<file path="src/rtl/marquee_scroll_param_if.sv">
// Load-port bundle for the marquee message buffer: requester drives the write,
// the marquee answers with a registered ready.
interface marquee_scroll_param_if #(
  parameter int IDX_W = 3,
  parameter int SEG_W = 7
);
  logic             LD_VALID;
  logic             LD_READY;
  logic [IDX_W-1:0] LD_INDEX;
  logic [SEG_W-1:0] LD_CHAR;

  modport master (output LD_VALID, output LD_INDEX, output LD_CHAR, input LD_READY);
  modport slave  (input LD_VALID, input LD_INDEX, input LD_CHAR, output LD_READY);
endinterface

</file>
<file path="src/rtl/marquee_scroll_param.sv">
// Parametrised multiplexed 7-segment marquee: writable message buffer, scrolling
// window (rotate/bounce/hold/blink) and a common-anode digit scanner.
module marquee_scroll_param #(
  parameter int               NUM_DIGITS  = 4,
  parameter int               MSG_CHARS   = 8,
  parameter int               SEG_W       = 7,
  parameter int               TICK_DIV    = 12500000,
  parameter int               REFRESH_DIV = 250000,
  parameter logic [SEG_W-1:0] BLANK       = {SEG_W{1'b1}},
  localparam int              IDX_W       = (MSG_CHARS > 1) ? $clog2(MSG_CHARS) : 1
) (
  input  logic                  CLK,
  input  logic                  RST,
  input  logic                  EN,
  input  logic                  DIR,
  input  logic [1:0]            MODE,
  input  logic [1:0]            SPEED,
  marquee_scroll_param_if.slave ld,
  output logic [SEG_W-1:0]      DISP,
  output logic [NUM_DIGITS-1:0] AN,
  output logic [IDX_W-1:0]      POS,
  output logic                  WRAP
);
  localparam int DIG_W = (NUM_DIGITS > 1) ? $clog2(NUM_DIGITS) : 1;
  localparam int SC_W  = (REFRESH_DIV > 1) ? $clog2(REFRESH_DIV) : 1;
  localparam int CNT_W = $clog2(4 * TICK_DIV) + 1;
  localparam int SUM_W = IDX_W + 1;
  localparam logic [IDX_W-1:0] LAST = IDX_W'(MSG_CHARS - 1);
  localparam logic [IDX_W-1:0] B_HI = IDX_W'(MSG_CHARS - NUM_DIGITS);

  typedef enum logic [1:0] {M_ROTATE = 2'b00, M_BOUNCE = 2'b01, M_HOLD = 2'b10, M_BLINK = 2'b11} mode_e;
  typedef enum logic {B_FWD = 1'b0, B_BWD = 1'b1} bdir_e;

  mode_e                 mode_s;
  logic [SEG_W-1:0]      msg_r [MSG_CHARS];
  logic [IDX_W-1:0]      ptr_r, ptr_nxt_s;
  logic [CNT_W-1:0]      step_cnt_r, per_m1_s;
  logic                  tick_s, wrap_r, wrap_nxt_s, blank_r, blank_nxt_s;
  logic                  ld_ready_r, wr_s, scan_term_s;
  bdir_e                 bdir_r, bdir_nxt_s;
  logic [SC_W-1:0]       scan_cnt_r;
  logic [DIG_W-1:0]      digit_r;
  logic [SUM_W-1:0]      sum_s;
  logic [IDX_W-1:0]      rd_idx_s;
  logic [SEG_W-1:0]      disp_r;
  logic [NUM_DIGITS-1:0] an_r;

  assign mode_s      = mode_e'(MODE);
  assign tick_s      = EN && (step_cnt_r >= per_m1_s);
  assign wr_s        = ld.LD_VALID && ld_ready_r && ({1'b0, ld.LD_INDEX} < SUM_W'(MSG_CHARS));
  assign scan_term_s = (scan_cnt_r == SC_W'(REFRESH_DIV - 1));

  // Step period selection (period minus one, compared with >= so a shorter period fires at once)
  always_comb begin
    per_m1_s = CNT_W'(TICK_DIV - 1);
    case (SPEED)
      2'd0:    per_m1_s = CNT_W'(TICK_DIV - 1);
      2'd1:    per_m1_s = CNT_W'(2 * TICK_DIV - 1);
      2'd2:    per_m1_s = CNT_W'(3 * TICK_DIV - 1);
      2'd3:    per_m1_s = CNT_W'(4 * TICK_DIV - 1);
      default: per_m1_s = CNT_W'(TICK_DIV - 1);
    endcase
  end

  // Step counter, frozen while EN is low
  always_ff @(posedge CLK) begin
    if (RST)         step_cnt_r <= '0;
    else if (tick_s) step_cnt_r <= '0;
    else if (EN)     step_cnt_r <= step_cnt_r + CNT_W'(1);
    else             step_cnt_r <= step_cnt_r;
  end

  // Window pointer, bounce direction, blink phase and wrap next-state
  always_comb begin
    ptr_nxt_s   = ptr_r;
    wrap_nxt_s  = 1'b0;
    bdir_nxt_s  = bdir_r;
    blank_nxt_s = (mode_s == M_BLINK) ? blank_r : 1'b0;
    if (tick_s) begin
      case (mode_s)
        M_ROTATE: begin
          if (DIR == 1'b0) begin
            if (ptr_r == LAST) begin
              ptr_nxt_s  = '0;
              wrap_nxt_s = 1'b1;
            end else begin
              ptr_nxt_s = ptr_r + IDX_W'(1);
            end
          end else begin
            if (ptr_r == '0) begin
              ptr_nxt_s  = LAST;
              wrap_nxt_s = 1'b1;
            end else begin
              ptr_nxt_s = ptr_r - IDX_W'(1);
            end
          end
        end
        M_BOUNCE: begin
          // A pointer left above the stop by rotate mode also counts as an end stop
          if (B_HI == '0) begin
            ptr_nxt_s  = '0;
            wrap_nxt_s = 1'b1;
          end else if (bdir_r == B_FWD) begin
            if (ptr_r >= B_HI) begin
              ptr_nxt_s  = ptr_r - IDX_W'(1);
              bdir_nxt_s = B_BWD;
              wrap_nxt_s = 1'b1;
            end else begin
              ptr_nxt_s = ptr_r + IDX_W'(1);
            end
          end else begin
            if (ptr_r == '0) begin
              ptr_nxt_s  = IDX_W'(1);
              bdir_nxt_s = B_FWD;
              wrap_nxt_s = 1'b1;
            end else begin
              ptr_nxt_s = ptr_r - IDX_W'(1);
            end
          end
        end
        M_BLINK: blank_nxt_s = ~blank_r;
        default: ptr_nxt_s = ptr_r;
      endcase
    end else begin
      ptr_nxt_s = ptr_r;
    end
  end

  // Window state and load-ready registers
  always_ff @(posedge CLK) begin
    if (RST) begin
      ptr_r      <= '0;
      wrap_r     <= 1'b0;
      bdir_r     <= B_FWD;
      blank_r    <= 1'b0;
      ld_ready_r <= 1'b0;
    end else begin
      ptr_r      <= ptr_nxt_s;
      wrap_r     <= wrap_nxt_s;
      bdir_r     <= bdir_nxt_s;
      blank_r    <= blank_nxt_s;
      ld_ready_r <= !EN || (mode_s == M_HOLD);
    end
  end

  // Message buffer; out-of-range indices are handshaken but dropped by wr_s
  always_ff @(posedge CLK) begin
    if (RST) begin
      for (int i = 0; i < MSG_CHARS; i++) msg_r[i] <= BLANK;
    end else if (wr_s) begin
      msg_r[ld.LD_INDEX] <= ld.LD_CHAR;
    end else begin
      msg_r <= msg_r;
    end
  end

  // Digit i shows buf[(ptr + NUM_DIGITS-1-i) mod MSG_CHARS]; the sum stays below 2*MSG_CHARS
  always_comb begin
    sum_s    = SUM_W'(ptr_r) + SUM_W'(NUM_DIGITS - 1) - SUM_W'(digit_r);
    rd_idx_s = (sum_s >= SUM_W'(MSG_CHARS)) ? IDX_W'(sum_s - SUM_W'(MSG_CHARS)) : IDX_W'(sum_s);
  end

  // Digit scanner: AN and DISP latch together at the end of each scan slot
  always_ff @(posedge CLK) begin
    if (RST) begin
      scan_cnt_r <= '0;
      digit_r    <= DIG_W'(NUM_DIGITS - 1);
      an_r       <= '1;
      disp_r     <= BLANK;
    end else if (scan_term_s) begin
      scan_cnt_r <= '0;
      digit_r    <= (digit_r == '0) ? DIG_W'(NUM_DIGITS - 1) : digit_r - DIG_W'(1);
      an_r       <= ~(NUM_DIGITS'(1) << digit_r);
      disp_r     <= blank_r ? BLANK : msg_r[rd_idx_s];
    end else begin
      scan_cnt_r <= scan_cnt_r + SC_W'(1);
      digit_r    <= digit_r;
      an_r       <= an_r;
      disp_r     <= disp_r;
    end
  end

  assign DISP        = disp_r;
  assign AN          = an_r;
  assign POS         = ptr_r;
  assign WRAP        = wrap_r;
  assign ld.LD_READY = ld_ready_r;
endmodule

</file>
<file path="src/flat_wrapper.sv">
// flat-port wrapper written by rule: the top's interface ports become plain ports
module marquee_scroll_param_flat 
#(
  parameter int               NUM_DIGITS  = 4,
  parameter int               MSG_CHARS   = 8,
  parameter int               SEG_W       = 7,
  parameter int               TICK_DIV    = 12500000,
  parameter int               REFRESH_DIV = 250000,
  parameter logic [SEG_W-1:0] BLANK       = {SEG_W{1'b1}},
  localparam int              IDX_W       = (MSG_CHARS > 1) ? $clog2(MSG_CHARS) : 1
)
  (CLK, RST, EN, DIR, MODE, SPEED, DISP, AN, POS, WRAP, ld_LD_VALID, ld_LD_INDEX, ld_LD_CHAR, ld_LD_READY);
  marquee_scroll_param_if #(.IDX_W(3), .SEG_W(SEG_W)) ld_i ();
  input  logic CLK;
  input  logic RST;
  input  logic EN;
  input  logic DIR;
  input  logic [1:0] MODE;
  input  logic [1:0] SPEED;
  output logic [SEG_W-1:0] DISP;
  output logic [NUM_DIGITS-1:0] AN;
  output logic [IDX_W-1:0] POS;
  output logic WRAP;
  input wire logic [$bits(ld_i.LD_VALID)-1:0] ld_LD_VALID;
  input wire logic [$bits(ld_i.LD_INDEX)-1:0] ld_LD_INDEX;
  input wire logic [$bits(ld_i.LD_CHAR)-1:0] ld_LD_CHAR;
  output wire logic [$bits(ld_i.LD_READY)-1:0] ld_LD_READY;
  assign ld_i.LD_VALID = ld_LD_VALID;
  assign ld_i.LD_INDEX = ld_LD_INDEX;
  assign ld_i.LD_CHAR = ld_LD_CHAR;
  assign ld_LD_READY = ld_i.LD_READY;
  marquee_scroll_param #(.NUM_DIGITS(NUM_DIGITS), .MSG_CHARS(MSG_CHARS), .SEG_W(SEG_W), .TICK_DIV(TICK_DIV), .REFRESH_DIV(REFRESH_DIV), .BLANK(BLANK)) u_core (.CLK(CLK), .RST(RST), .EN(EN), .DIR(DIR), .MODE(MODE), .SPEED(SPEED), .ld(ld_i), .DISP(DISP), .AN(AN), .POS(POS), .WRAP(WRAP));
endmodule
</file>
<file path="config.mk">
export PLATFORM = sky130hd
export DESIGN_NAME = marquee_scroll_param_flat
export DESIGN_NICKNAME = d
export VERILOG_FILES = /design/src/rtl/marquee_scroll_param_if.sv /design/src/rtl/marquee_scroll_param.sv /design/src/flat_wrapper.sv
export SDC_FILE = /design/constraint.sdc
export NUM_CORES = 1
export LEC_CHECK = 0
export ABC_AREA = 1
export CAP_MARGIN = 25
export CORE_MARGIN = 3
export CORE_UTILIZATION = 64
export DETAILED_ROUTE_END_ITERATION = 10
export DONT_BUFFER_PORTS = 1
export GPL_TIMING_DRIVEN = 1
export PLACE_DENSITY = 0.81
export RECOVER_POWER = 50
export SKIP_CTS_REPAIR_TIMING = 1
export SLEW_MARGIN = 30
export SYNTH_ARGS = -nofsm -noshare
export SYNTH_HDL_FRONTEND = slang
export SYNTH_SLANG_ARGS = --single-unit
</file>
<file path="constraint.sdc">
create_clock -name CLK -period 2.7 [get_ports CLK]
set_clock_uncertainty 0.05 [all_clocks]
set_input_delay 0.54 -clock CLK [delete_from_list [all_inputs] [get_ports CLK]]
set_output_delay 0.54 -clock CLK [all_outputs]
set_load 0.005 [all_outputs]
</file>
-- Word level (Yosys, flattened, before mapping)
Cells that the tools add are included.
- register bits after elaboration: 121
- bits of input ports: 19
- output and inout port bits: 16
- word-level logic and storage cells: 89
- $add $sub $neg: 8
- $lt $le $gt $ge: 6
- equality and inequality tests: 8
- shift operators: 1
- mux-type cells: 28
- bitwise gates (word level): 5
- reduce and logical (&&, ||, !) cells: 15
- operators by type and width (kind ; number):
    one-hot mux 27 bit (4 select lines) ; 1
    bitwise mux 56 bit ; 1
    2-to-1 mux 7 bit ; 4
    adder 27 x 1 -> 27 bit, second input constant ; 1
    >= comparator 27 bit ; 1
    binary-select mux 7 bit (select 3 bit) ; 1
    demux 7 bit (select 3 bit) ; 1
    2-to-1 mux 3 bit ; 7
    adder 18 x 1 -> 18 bit, second input constant ; 1
    equality test 18 bit, second input constant ; 1
    >= comparator 4 bit, second input constant ; 3
    2-to-1 mux 1 bit ; 10
    equality test 2 bit, second input constant ; 4
    inverter 3 -> 4 bit ; 2
    zero test 2 bit ; 3
    one-hot mux 3 bit (2 select lines) ; 1
    OR reduction 2 bit ; 3
    subtractor 3 x 1 -> 3 bit, second input constant ; 2
    adder 3 x 2 -> 4 bit, second input constant ; 1
    equality test 2 x 1 -> 1 bit, second input constant ; 2
    less-than comparator 4 x 1 -> 1 bit, second input constant ; 1
    inverter 4 bit ; 1
    AND reduction 2 bit ; 2
    << shifter 1 x 2 -> 4 bit, first input constant ; 1
    other kinds (13) ; 16

-- Longest topological paths before layout
- word-level depth: 9
- depth in mapped cells: 15

-- Least setup slack after synthesis
OpenSTA, ideal clock, no wires.
- path kind: input to register
- start: input port SPEED[0]
- end: register u_core.step_cnt_r[24]
- setup time: 115 ps
- arrival time: 2081 ps
- data required time: 2535 ps
- path slack: 455 ps
- stages: 14
- path buffers: 1
- cells stage by stage: inv_1 > ha_1 > o21bai_1 > ha_1 > nand2_1 > nor2_1 > nand3_1 > nor2_1 > nand2_1 > nand3_2 > nand2_2 > nand2_4 > buf_6 > nor2_1
- word-level cells in the longest chain between the ends: 5
- elaborated cells on any way between the ends: 8
- RTL lines (element ; line ; RTL):
    from (decl) ; flat_wrapper.sv:19 ; input logic [1:0] SPEED;
    equality test 2 bit, or another cell as far along ; marquee_scroll_param.sv:56 ; case (SPEED)
    one-hot mux 27 bit (4 select lines) (*) ; marquee_scroll_param.sv:56 ;
    >= comparator 27 bit (*) ; marquee_scroll_param.sv:49 ; assign tick_s = EN && (step_cnt_r >= per_m1_s);
    logical AND 1 bit (*) ; marquee_scroll_param.sv:49 ;
    OR reduction 2 bit (no line) (*) ; -- ;
    to (signal assigned) ; marquee_scroll_param.sv:69 ; else if (EN) step_cnt_r <= step_cnt_r + CNT_W'(1);
    to (signal assigned) ; marquee_scroll_param.sv:70 ; else step_cnt_r <= step_cnt_r;
    to (decl) ; marquee_scroll_param.sv:37 ; logic [CNT_W-1:0] step_cnt_r, per_m1_s;
Mark *: on every way between the ends. The rest lies on a longest branch, timed or not. The select of a mux whose other input is x is not followed.
A chain may end at the register's enable or synchronous reset.

-- Final worst setup path
- start: register u_core.digit_r[1]
- end: register u_core.disp_r[1] (netlist: u_core.DISP[1])
- word-level cells in the longest chain between the ends: 8
- elaborated cells on any way between the ends: 9
- RTL lines (element ; line ; RTL):
    from (decl) ; marquee_scroll_param.sv:42 ; logic [DIG_W-1:0] digit_r;
    from (signal assigned) ; marquee_scroll_param.sv:167 ; digit_r <= DIG_W'(NUM_DIGITS - 1);
    from (signal assigned) ; marquee_scroll_param.sv:172 ; digit_r <= (digit_r == '0) ? DIG_W'(NUM_DIGITS - 1) : digit_r - DIG_W'(1);
    from (signal assigned) ; marquee_scroll_param.sv:177 ; digit_r <= digit_r;
    subtractor 4 x 2 -> 4 bit (*) ; marquee_scroll_param.sv:159 ; sum_s = SUM_W'(ptr_r) + SUM_W'(NUM_DIGITS - 1) - SUM_W'(digit_r);
    >= comparator 4 bit or subtractor 3 x 1 -> 3 bit (tied branches) ; marquee_scroll_param.sv:160 ; rd_idx_s = (sum_s >= SUM_W'(MSG_CHARS)) ? IDX_W'(sum_s - SUM_W'(MSG_CHARS)) : IDX_W'(sum_s);
    2-to-1 mux 3 bit (*) ; marquee_scroll_param.sv:160 ;
    inverter 3 -> 4 bit (implied by the code) (*) ; marquee_scroll_param.sv:174 ; disp_r <= blank_r ? BLANK : msg_r[rd_idx_s];
    binary-select mux 7 bit (select 3 bit) (*) ; marquee_scroll_param.sv:174 ;
    2-to-1 mux 7 bit (implied by the code) (*) (2 in series) ; marquee_scroll_param.sv:174 ;
    2-to-1 mux 7 bit (*) ; marquee_scroll_param.sv:174 ;
    to (signal assigned) ; marquee_scroll_param.sv:174 ;
    to (signal assigned) ; marquee_scroll_param.sv:179 ; disp_r <= disp_r;
    to (decl) ; marquee_scroll_param.sv:45 ; logic [SEG_W-1:0] disp_r;
Marks and branches as above.

==> out/results.txt <==
Run status - completed
Register bit count reported by yosys - 121
RSZ-0062 raised after global routing - no
Leakage power total - 3.09 nW
Routed length on met1 - 6310 um
Hold_ws - 0.0361 ns
Cell area reported after detailed placement - 0.00643 sq mm
Cell with the biggest individual delay on the critical path - sky130_fd_sc_hd__dfxtp_1
Final weighted congestion in routability-driven placement - 0.887
Uppermost signal routing layer after detailed routing - met4
Port buffer count - 0
Worst Setup End Kind - flop
Setup slack of the critical path after layout - 0.394 ns
Max-cap violations - 0
Share of layout cells above drive strength 1 - 8.54%
Buffers from clock root to sink, at most - 2
Sequential Power Share - 44.6%
R2r startpoint - u_core.digit_r[1]
Average cell area after synthesis - 7.03 sq um
Via count of the first global-routing pass - 5597
Slew margin rel. - 27.9%
Count of placed standard cells in the final layout, fillers left out - 1042
Die boundary width - 105 um
Slew Limit Fails - 0
Total CTS buffers - 17
Min-delay worst type - in -> reg
Clock transition time at the flip-flop clock pins of the worst setup and hold paths - 0.06 ns
Pre-CTS setup slack - 0.127 ns
Fin crit period - 2.31 ns
Final net count - 953
Final Hold Fails - 0
Starting DRT DRC Count - 331
Ant. Diodes - 0
Maximum VDD drop - 0.426 mV
Portion of total power attributed to the clock network - 52.2%
H-tree levels - 4
Number of top-level pins - 35
Core Region - 0.00942 sq mm
Worst r2r dst - u_core.DISP[1]
Number of clock sinks seen by CTS - 121
Start point of the critical path - u_core.digit_r[1]
Fraction of power spent switching nets - 24.4%
Number of distinct library cells after synthesis - 42
Fraction of the yosys area taken by sequential cells - 38.3%
GRT Residual Overflow - 0
Die ar. - 0.0111 sq mm
Drt via density - 5.57
Endpoint of the worst setup timing path - u_core.DISP[1]
Detailed-routed wire length on met3 - 991 um
Die Y - 105 um
Area of all placed cells without fillers - 0.00695 sq mm
DR vias - 5805
Routed wire length per instance - 14.3 um
Global-route total usage across every layer - 28.4%
Critical Path Start Type - flop
Total wirelength of the detailed-routed design - 14900 um
Initial standard-cell utilization of the core - 67.1%
Wire length on met2 - 7290 um
Wire length of the first global-routing pass - 25800 um
Number of instances in the synthesized netlist - 899
Portion of the clock cycle consumed by the worst path in the final layout - 85.4%
Placed insts - 1011
Number of remaining DRC errors - 0
Largest net degree at the start of global routing - 57
Initial DRT Pass Iterations - 5
Warning count from the yosys run - 0
Root cell of the clock tree - sky130_fd_sc_hd__clkbuf_8
Power spent charging and discharging nets - 0.998 mW
Internal power - 3.09 mW
Clock Latency Late Sink - 0.53 ns
Minimum setup slack among reg-to-reg paths - 0.39 ns
Cell-by-cell listing of the critical path - inv_1 > ha_1 > ha_1 > buf_4 > o21ai_0 > nor2_1 > a21oi_1 > nor2_1 > a211oi_1 > a21oi_1
Largest fanout on the critical path - 14
WP data arrival - 2.66 ns
Combinational fraction of design power - 3.2%
Setup TNS - 0 ns
CP max stage delay - 0.38 ns
Area overhead of the layout relative to synthesis - 9.96%
Number of routed nets with antenna violations - 0
Clock tree from TritonCTS - built
Worst Setup Path Type - reg -> reg
Pwr Density - 588 mW/mm^2
Count of final setup violators - 0
Achievable Freq - 434 MHz
Post-synthesis instance area - 0.00632 sq mm
Pin slew with the least headroom to its limit - 1.08 ns
Row count - 35
Placed wire-length estimate - 10300 um
Required time of the critical path - 3.05 ns
Initial antenna violation count - 0
Post-synthesis net count - 951
Worst r2r path cells - 10
==> critical path: cells and delay by family, from the launching register on <==
kind | cells | cell delay, ns
fa+ha+maj | 2 | 0.62
simple gates | 2 | 0.16
compound gates | 4 | 0.69
buf+inv | 2 | 0.30
flops | 1 | 0.38
==> through the flow <==
stage / power, mW / util (%)
floorplan: 1.98 / -
global placement: 1.98 / 68.3
detailed placement: 1.99 / 68.3
CTS: 4.10 / 74.2
global route: 4.21 / 73.8
finish: 4.09 / 73.8
==> layout make-up <==
| type | instances | area [sq um] |
|---|---|---|
| Tap cell | 129 | 161 |
| Inverter | 83 | 312 |
| Multi-Input combinational cell | 666 | 3410 |
| Clock inverter | 14 | 141 |
| Clock buffer | 17 | 414 |
| Sequential cell | 121 | 2420 |
| Fill cell | 746 | 2470 |
| Timing Repair Buffer | 12 | 83.8 |
==> state kept, by name (all words and copies together), names as in the netlist, 2 cells and up <==
signal / count
u_core.AN: 4
u_core.DISP: 7
u_core.POS: 3
u_core.digit_r: 2
u_core.msg_r: 56
u_core.scan_cnt_r: 18
u_core.step_cnt_r: 27
==> kinds of logic (layout without fill, tap and decap cells) <==
family | Yosys count | in the layout | synth area share, %
AO/OA/AOI/OAI | 95 | 95 | 8.75
XOR/XNOR | 20 | 20 | 2.77
adder cells (fa/ha/maj) | 33 | 33 | 6.53
buffers and inverters | 112 | 126 | 7.21
flip-flops | 121 | 121 | 38.3
AND/OR/NAND/NOR | 518 | 518 | 36.4
==> synthesized netlist by cell type (all sizes together) <==
master	n	area [sq um]
xnor2	5	43.8
o211ai	7	52.6
nand3b	1	11.3
a21o	1	7.51
o21bai	1	7.51
nand2	245	947
a21oi	32	183
o21ai	34	170
nor4	3	25.0
a211oi	4	30.0
a31oi	6	37.5
nor3	24	141
o22ai	9	56.3
ha	33	413
or2	4	25.0
nand4	16	130
nor2	141	572
buf	17	98.8
nor3b	1	7.51
xor2	15	131
dfxtp	121	2420
clkbuf	12	45.0
nand3	83	440
inv	83	312
a2bb2oi	1	8.76
==> cell usage in the layout (no fill, tap or decap), types with 9 or more instances in the layout <==
| cell type | synthesis | routed |
|---|---|---|
| sky130_fd_sc_hd__clkbuf_16 | 0 | 16 |
| sky130_fd_sc_hd__dfxtp_1 | 121 | 121 |
| sky130_fd_sc_hd__o22ai_1 | 9 | 9 |
| sky130_fd_sc_hd__buf_4 | 1 | 10 |
| sky130_fd_sc_hd__nand2_1 | 240 | 241 |
| sky130_fd_sc_hd__nand3_1 | 78 | 78 |
| sky130_fd_sc_hd__nor3_1 | 21 | 21 |
| sky130_fd_sc_hd__nand4_1 | 14 | 15 |
| sky130_fd_sc_hd__a21oi_1 | 26 | 26 |
| sky130_fd_sc_hd__nor2_1 | 132 | 132 |
| sky130_fd_sc_hd__xor2_1 | 15 | 15 |
| sky130_fd_sc_hd__o21ai_0 | 33 | 33 |
| sky130_fd_sc_hd__ha_1 | 33 | 33 |
| sky130_fd_sc_hd__inv_1 | 78 | 78 |
==> power by group through the flow <==
stage	logic, mW	clock network, mW	registers (mW)
6_report	0.132	2.13	1.82
5_1_grt	0.152	2.23	1.82
4_1_cts	0.133	2.14	1.82
3_5_place_dp	0.129	0	1.86
3_3_place_gp	0.123	0	1.86
2_1_floorplan	0.122	0	1.86
==> worst min-delay path by stage <==
stage | start | endpoint | slack, ns | cells past startpoint
after floorplan | u_core.scan_cnt_r[0] | u_core.scan_cnt_r[0] | 0.37 | 1
after detailed placement | u_core.msg_r[39] | u_core.msg_r[39] | 0.39 | 2
after CTS | RST | u_core.WRAP | 0.03 | 1
final | RST | u_core.WRAP | 0.04 | 1
after global placement | u_core.scan_cnt_r[0] | u_core.scan_cnt_r[0] | 0.38 | 1
after global routing | RST | u_core.WRAP | 0.01 | 1
==> layer usage <==
metal,global-route usage [%],vias up
li1,-,2918
met1,34.5,2658
met2,48.1,201
met3,7.78,28
met4,10.5,0
met5,0,-
No activity file was read; power rests on OpenSTA's default activity.
